$ cat src/rtl/instr_sequencer_if.sv
// Bundles the memory req/ack port and the ALU operand/result port of the sequencer.
// The sequencer drives the bus as master; the memory and ALU sit on the slave side.
interface instr_sequencer_if #(
  parameter int ADDR_W = 16
);
  logic              mem_req;
  logic              mem_we;
  logic [ADDR_W-1:0] mem_addr;
  logic [31:0]       mem_wdata;
  logic [31:0]       mem_rdata;
  logic              mem_ack;

  logic [3:0]        alu_opcode;
  logic              alu_addressing_mode;
  logic [20:0]       alu_immediate;
  logic [31:0]       alu_reg_a_data;
  logic [31:0]       alu_reg_b_data;
  logic [31:0]       alu_result;
  logic [3:0]        alu_cmp_result;

  modport master (
    output mem_req, mem_we, mem_addr, mem_wdata,
    input  mem_rdata, mem_ack,
    output alu_opcode, alu_addressing_mode, alu_immediate, alu_reg_a_data, alu_reg_b_data,
    input  alu_result, alu_cmp_result
  );

  modport slave (
    input  mem_req, mem_we, mem_addr, mem_wdata,
    output mem_rdata, mem_ack,
    input  alu_opcode, alu_addressing_mode, alu_immediate, alu_reg_a_data, alu_reg_b_data,
    output alu_result, alu_cmp_result
  );
endinterface

$ cat src/rtl/instr_sequencer.sv
// Non-pipelined fetch/decode/execute controller with an 8x32 register file.
// Instructions and LDR/STR data share one req/ack memory port; arithmetic is done by an external ALU.
module instr_sequencer #(
  parameter int                ADDR_W   = 16,
  parameter logic [ADDR_W-1:0] START_PC = '0
) (
  input  logic              clk,
  input  logic              rst_n,
  instr_sequencer_if.master bus,
  output logic [ADDR_W-1:0] pc,
  output logic              halted,
  output logic              illegal
);

  typedef enum logic [2:0] {S_FETCH, S_DECODE, S_EXEC, S_MEM, S_HALT} state_e;

  localparam logic [3:0] OP_LDR = 4'h0, OP_STR = 4'h1, OP_ADD = 4'h2, OP_SUB = 4'h3,
                         OP_MOV = 4'h4, OP_CMP = 4'h5, OP_B   = 4'h6, OP_AND = 4'h8,
                         OP_ORR = 4'h9, OP_EOR = 4'hA, OP_MVN = 4'hB, OP_LSL = 4'hC,
                         OP_LSR = 4'hD, OP_HLT = 4'hF;

  state_e            state_q, state_d;
  logic [ADDR_W-1:0] pc_q, pc_d;
  logic [ADDR_W-1:0] addr_q, addr_d;
  logic [31:0]       ir_q, ir_d;
  logic [3:0]        flags_q, flags_d;
  logic              halted_q, halted_d;
  logic              illegal_q, illegal_d;
  logic [31:0]       regs_q [8];

  logic              rf_we;
  logic [31:0]       rf_wdata;
  logic              req;
  logic              we;
  logic [ADDR_W-1:0] addr;
  logic              taken;

  logic [3:0] op;
  logic [2:0] rd, ra, rb;
  assign op = ir_q[31:28];
  assign rd = ir_q[26:24];
  assign ra = ir_q[23:21];
  assign rb = ir_q[2:0];

  assign bus.alu_opcode          = op;
  assign bus.alu_addressing_mode = ir_q[27];
  assign bus.alu_immediate       = ir_q[20:0];
  assign bus.alu_reg_a_data      = regs_q[ra];
  assign bus.alu_reg_b_data      = regs_q[rb];

  // Request strobes are qualified by rst_n so a reset mid-request withdraws them at once.
  assign bus.mem_req   = req & rst_n;
  assign bus.mem_we    = we & rst_n;
  assign bus.mem_addr  = addr;
  assign bus.mem_wdata = regs_q[rd];

  assign pc      = pc_q;
  assign halted  = halted_q;
  assign illegal = illegal_q;

  always_comb begin
    case (rd)
      3'd0:    taken = 1'b1;
      3'd1:    taken = flags_q[0];
      3'd2:    taken = flags_q[1];
      3'd3:    taken = flags_q[2];
      3'd4:    taken = flags_q[3];
      default: taken = 1'b0;
    endcase
  end

  always_comb begin
    state_d   = state_q;
    pc_d      = pc_q;
    ir_d      = ir_q;
    flags_d   = flags_q;
    addr_d    = addr_q;
    halted_d  = halted_q;
    illegal_d = illegal_q;
    rf_we     = 1'b0;
    rf_wdata  = '0;
    req       = 1'b0;
    we        = 1'b0;
    addr      = pc_q;
    case (state_q)
      S_FETCH: begin
        req = 1'b1;
        if (bus.mem_ack) begin
          ir_d    = bus.mem_rdata;
          pc_d    = pc_q + 1'b1;
          state_d = S_DECODE;
        end
      end
      S_DECODE: state_d = S_EXEC;
      S_EXEC: begin
        state_d = S_FETCH;
        case (op)
          OP_ADD, OP_SUB, OP_MOV, OP_AND, OP_ORR, OP_EOR, OP_MVN, OP_LSL, OP_LSR: begin
            rf_we    = 1'b1;
            rf_wdata = bus.alu_result;
          end
          OP_CMP: flags_d = bus.alu_cmp_result;
          OP_B: if (taken) pc_d = ir_q[ADDR_W-1:0];
          OP_LDR, OP_STR: begin
            addr_d  = bus.alu_result[ADDR_W-1:0];
            state_d = S_MEM;
          end
          OP_HLT: begin
            halted_d = 1'b1;
            state_d  = S_HALT;
          end
          default: begin
            illegal_d = 1'b1;
            halted_d  = 1'b1;
            state_d   = S_HALT;
          end
        endcase
      end
      S_MEM: begin
        req  = 1'b1;
        we   = (op == OP_STR);
        addr = addr_q;
        if (bus.mem_ack) begin
          if (op == OP_LDR) begin
            rf_we    = 1'b1;
            rf_wdata = bus.mem_rdata;
          end
          state_d = S_FETCH;
        end
      end
      default: state_d = S_HALT;
    endcase
  end

  always_ff @(posedge clk or negedge rst_n) begin
    if (!rst_n) begin
      state_q   <= S_FETCH;
      pc_q      <= START_PC;
      ir_q      <= '0;
      flags_q   <= '0;
      addr_q    <= '0;
      halted_q  <= 1'b0;
      illegal_q <= 1'b0;
      for (int i = 0; i < 8; i++) regs_q[i] <= '0;
    end else begin
      state_q   <= state_d;
      pc_q      <= pc_d;
      ir_q      <= ir_d;
      flags_q   <= flags_d;
      addr_q    <= addr_d;
      halted_q  <= halted_d;
      illegal_q <= illegal_d;
      if (rf_we) regs_q[rd] <= rf_wdata;
    end
  end

endmodule

$ cat src/flat_wrapper.sv
// flat-port wrapper written by rule: the top's interface ports become plain ports
module instr_sequencer_flat 
#(
  parameter int                ADDR_W   = 16,
  parameter logic [ADDR_W-1:0] START_PC = '0
)
  (clk, rst_n, pc, halted, illegal, bus_mem_req, bus_mem_we, bus_mem_addr, bus_mem_wdata, bus_mem_rdata, bus_mem_ack, bus_alu_opcode, bus_alu_addressing_mode, bus_alu_immediate, bus_alu_reg_a_data, bus_alu_reg_b_data, bus_alu_result, bus_alu_cmp_result);
  instr_sequencer_if #(.ADDR_W(ADDR_W)) bus_i ();
  input  logic clk;
  input  logic rst_n;
  output logic [ADDR_W-1:0] pc;
  output logic halted;
  output logic illegal;
  output wire logic [$bits(bus_i.mem_req)-1:0] bus_mem_req;
  output wire logic [$bits(bus_i.mem_we)-1:0] bus_mem_we;
  output wire logic [$bits(bus_i.mem_addr)-1:0] bus_mem_addr;
  output wire logic [$bits(bus_i.mem_wdata)-1:0] bus_mem_wdata;
  input wire logic [$bits(bus_i.mem_rdata)-1:0] bus_mem_rdata;
  input wire logic [$bits(bus_i.mem_ack)-1:0] bus_mem_ack;
  output wire logic [$bits(bus_i.alu_opcode)-1:0] bus_alu_opcode;
  output wire logic [$bits(bus_i.alu_addressing_mode)-1:0] bus_alu_addressing_mode;
  output wire logic [$bits(bus_i.alu_immediate)-1:0] bus_alu_immediate;
  output wire logic [$bits(bus_i.alu_reg_a_data)-1:0] bus_alu_reg_a_data;
  output wire logic [$bits(bus_i.alu_reg_b_data)-1:0] bus_alu_reg_b_data;
  input wire logic [$bits(bus_i.alu_result)-1:0] bus_alu_result;
  input wire logic [$bits(bus_i.alu_cmp_result)-1:0] bus_alu_cmp_result;
  assign bus_mem_req = bus_i.mem_req;
  assign bus_mem_we = bus_i.mem_we;
  assign bus_mem_addr = bus_i.mem_addr;
  assign bus_mem_wdata = bus_i.mem_wdata;
  assign bus_i.mem_rdata = bus_mem_rdata;
  assign bus_i.mem_ack = bus_mem_ack;
  assign bus_alu_opcode = bus_i.alu_opcode;
  assign bus_alu_addressing_mode = bus_i.alu_addressing_mode;
  assign bus_alu_immediate = bus_i.alu_immediate;
  assign bus_alu_reg_a_data = bus_i.alu_reg_a_data;
  assign bus_alu_reg_b_data = bus_i.alu_reg_b_data;
  assign bus_i.alu_result = bus_alu_result;
  assign bus_i.alu_cmp_result = bus_alu_cmp_result;
  instr_sequencer #(.ADDR_W(ADDR_W), .START_PC(START_PC)) u_core (.clk(clk), .rst_n(rst_n), .bus(bus_i), .pc(pc), .halted(halted), .illegal(illegal));
endmodule
$ cat config.mk
export PLATFORM = sky130hd
export DESIGN_NAME = instr_sequencer_flat
export DESIGN_NICKNAME = d
export VERILOG_FILES = /design/src/rtl/instr_sequencer_if.sv /design/src/rtl/instr_sequencer.sv /design/src/flat_wrapper.sv
export SDC_FILE = /design/constraint.sdc
export NUM_CORES = 1
export LEC_CHECK = 0
export CAP_MARGIN = 20
export CORE_MARGIN = 3
export CORE_UTILIZATION = 51
export CTS_CLUSTER_DIAMETER = 60
export CTS_CLUSTER_SIZE = 14
export DETAILED_ROUTE_END_ITERATION = 6
export PLACE_DENSITY = 0.77
export RECOVER_POWER = 100
export SLEW_MARGIN = 20
export SYNTH_ARGS = -nofsm -noshare
export SYNTH_HDL_FRONTEND = slang
export SYNTH_SLANG_ARGS = --single-unit
export TNS_END_PERCENT = 10
$ cat constraint.sdc
create_clock -name clk -period 2 [get_ports clk]
set_clock_uncertainty 0.1 [all_clocks]
set_input_delay 0.2 -clock clk [delete_from_list [all_inputs] [get_ports clk]]
set_output_delay 0.2 -clock clk [all_outputs]
set_load 0.01 [all_outputs]
==> metrics.yaml <==
final_layout:
  final_cell_mix: "dfrtp_1, nand2_1, mux4_2"
  area_growth_pct: 35.10
  fin_nets: 1960
  finalNonFillerCells: 2369
  final_util: 0.7041
  drive_gt1_frac: 0.4140
  mostFrequentLayoutCell: "dfrtp_1"
floorplanning:
  placement_rows: 69
  io_pins: 229
  floorplan.initialDensity: 0.5211
  dieWidth_um: 197.3
  fp.dieH_um: 197.3
  die_area_sq_mm: 0.03894
  coreArea_sq_mm: 0.03583
power:
  p_per_area_mw_per_mm2: 1685
  p_leak_uw: 0.01080
  p_total_uw: 42500
  ir_worst_vdd_uv: 882.8
place:
  place_congestion: 0.8827
  preCtsSetupSlack_ns: -0.3683
  dp_cells: 2249
  dp.final_hpwl_um: 37480
  io_buffers: 228
global_routing:
  track_usage: 0.3131
  grt_overflow: 0
  grt_max_degree: 176
  grt_first_pass_wirelength_um: 93570
  antenna_found_initial: 2
  grt_pass1_vias: 15863
yosys:
  synth_edf_count: 0
  postSynth.asyncResetShare: 1.000
  synth-seq-cells: 329
  synthFlopType: "dfrtp_1"
  ys_seq_area_frac: 0.4409
  syn_area_per_cell_sq_um: 11.67
  synthesis.area_sq_mm: 0.01867
  ys_types: 54
  yosys_warnings: 0
  synth_cells: 1600
  synthesis.nets: 1672
critical_path:
  crit_buf_inv: 4
  cp-end-kind: "output pin"
  cp_max_fo: 8
  regToRegStartpoint: "u_core.state_q[2]"
  worstPathRequired_ns: 1.70
  critPathTopFamily: "multiplexers"
  critPathLaunchType: "flip-flop"
  slowest_stage: "dfrtp_4"
  reg2reg_to: "u_core.regs_q[77]"
  timing.reg2reg.setup_slack_ns: -0.32
  cp.arrival_ns: 2.39
  critPathMaxStageDelay_ns: 0.51
  critPathKind: "reg -> out"
  reg2reg_depth: 7
  worstPathCellList: "buf_12 > buf_16 > buf_8 > mux4_2 > mux2_4 > buf_6"
sta:
  rsz0062_at_grt: "true"
  min_period_ns: 2.693
  finalCritPeriodShare: 1.347
  finalSetupViolations: 403
  slew_viol_final: 0
  max_slew_margin: 0.009523
  setup_slack_ns: -0.6935
  finalHoldViolations: 0
  fmax_mhz: 371.3
  max_slew.worst_pin.slew_ns: 1.486
cts:
  clockRootBuffer: "clkbuf_16"
  clkLatencyLatePin_ns: 0.57
  cts_buffers: 30
  path_clk_slew_ns: 0.07
  cts_buffer_depth: 3
  htree_levels: 1
  cts_tree: "yes"
  clkSinkCount: 329
run:
  cap_viol_max_count: 0
drt:
  drc: 0
  antenna_left: 0
  first_pass_iters: 7
  totalWireLength_um: 61520
  viasPerCell: 6.557
  drt_iter0_markers: 1463
  vias: 15533
  avgRoutedWirePerCell_um: 25.97
worst_hold_path:
  hold-path-endpoint: "u_core.ir_q[1]"
  min_path_cells: 3
  hp-start: "bus_mem_rdata[1]"
  holdCritPathClass: "in -> reg"
status:
  status: "complete, but fails checks"
  violations: "setup timing"
==> worst max-delay path by stage <==
stage,start,endpoint,cells after the start
after floorplan,u_core.state_q[0],u_core.regs_q[182],8
after global placement,u_core.ir_q[21],bus_alu_reg_a_data[3],4
after detailed placement,u_core.ir_q[21],bus_alu_reg_a_data[3],4
after CTS,u_core.ir_q[0],bus_alu_reg_b_data[18],6
after global routing,u_core.ir_q[0],bus_alu_reg_b_data[18],6
final,u_core.ir_q[0],bus_alu_reg_b_data[18],6
==> registers in the layout, summed over array words and instances, names as in the netlist <==
| name | flops |
|---|---|
| u_core.halted | 1 |
| u_core.ir_q | 32 |
| u_core.pc | 16 |
| u_core.state_q | 3 |
| u_core.regs_q | 256 |
| u_core.flags_q | 4 |
| u_core.illegal | 1 |
| u_core.addr_q | 16 |
==> worst reg2reg max path: cells and delay by family, from the launching register on <==
family	cells	cell delay, ns
buffers and inverters	2	0.50
DFF	1	0.46
and+or+nand+nor	3	0.66
AOI/OAI and AO/OA	2	0.51
==> kinds of logic (layout without fill, tap and decap cells) <==
kind of cell,after synthesis,after routing,share of synthesized area
AO/OA/AOI/OAI,355,355,0.1085
XOR/XNOR,2,2,0.0009383
adder cells (fa/ha/maj),1,1,0.0006700
buffers and inverters,164,470,0.04456
flip-flops,329,329,0.4409
multiplexers,326,326,0.3123
other,0,2,0
AND/OR/NAND/NOR,423,423,0.09214
==> final cells by class <==
cell class / instances / area (sq um)
clock buffer: 42 / 857.1
fill: 2311 / 10600
clock inverter: 8 / 80.08
sequential: 329 / 8259
antenna: 2 / 5.005
timing repair buffer: 417 / 5020
tap: 461 / 576.8
multi-input combinational: 1107 / 10420
inverter: 3 / 11.26
==> Yosys cell counts, types with 4 or more instances <==
| cell type | instances | area share |
|---|---|---|
| dfrtp_1 | 329 | 0.44 |
| nand2_1 | 235 | 0.047 |
| mux4_2 | 192 | 0.23 |
| nor2_1 | 146 | 0.029 |
| a21oi_1 | 145 | 0.039 |
| mux2_2 | 132 | 0.080 |
| o21ai_0 | 102 | 0.027 |
| clkbuf_1 | 61 | 0.012 |
| buf_2 | 44 | 0.012 |
| a22oi_1 | 34 | 0.014 |
| o21ai_1 | 33 | 0.0088 |
| buf_4 | 31 | 0.012 |
| buf_1 | 19 | 0.0038 |
| nand3_1 | 13 | 0.0035 |
| a31oi_1 | 7 | 0.0023 |
| o22a_1 | 7 | 0.0033 |
| buf_6 | 6 | 0.0036 |
| nor3_1 | 6 | 0.0016 |
| a2bb2oi_1 | 4 | 0.0019 |
| o22ai_1 | 4 | 0.0013 |
==> layer usage <==
| metal | wire (um) | global-route usage | vias to the layer above |
|---|---|---|---|
| met5 | 0 | 0 | - |
| met4 | 3242 | 0.1470 | 0 |
| met3 | 5153 | 0.05731 | 191 |
| met2 | 30560 | 0.5200 | 934 |
| met1 | 22560 | 0.4038 | 7888 |
| li1 | - | - | 6520 |
==> stage by stage <==
step                setup TNS (ns)  instance area, sq um  hold WS (ns)
floorplan                   -13.46                 18690       -0.1956
global placement            -63.34                 22300        0.3013
detailed placement          -76.39                 22300        0.3120
CTS                         -88.14                 24700       0.08244
global route               -148.95                 25230        0.1267
finish                      -98.69                 25230        0.1039
==> power breakdown <==
| group | total (uW) | leakage [uW] | switching, uW | internal [uW] |
|---|---|---|---|---|
| sequential | 12200 | 0.00430 | 2880 | 9280 |
| clock | 5700 | 0.000455 | 2600 | 3100 |
| combinational | 24600 | 0.00605 | 10500 | 14100 |
==> what timing repair did <==
action / in CTS / in global routing
gates resized for setup: 746 / 185
gates cloned: 16 / 0
buffers inserted: 47 / 12
hold buffers: 1 / 0
endpoints found under the setup margin: 386 / 409
hold endpoints to repair: 329 / 0
pin swaps: 40 / 34
(Power assumes the default switching activity.)
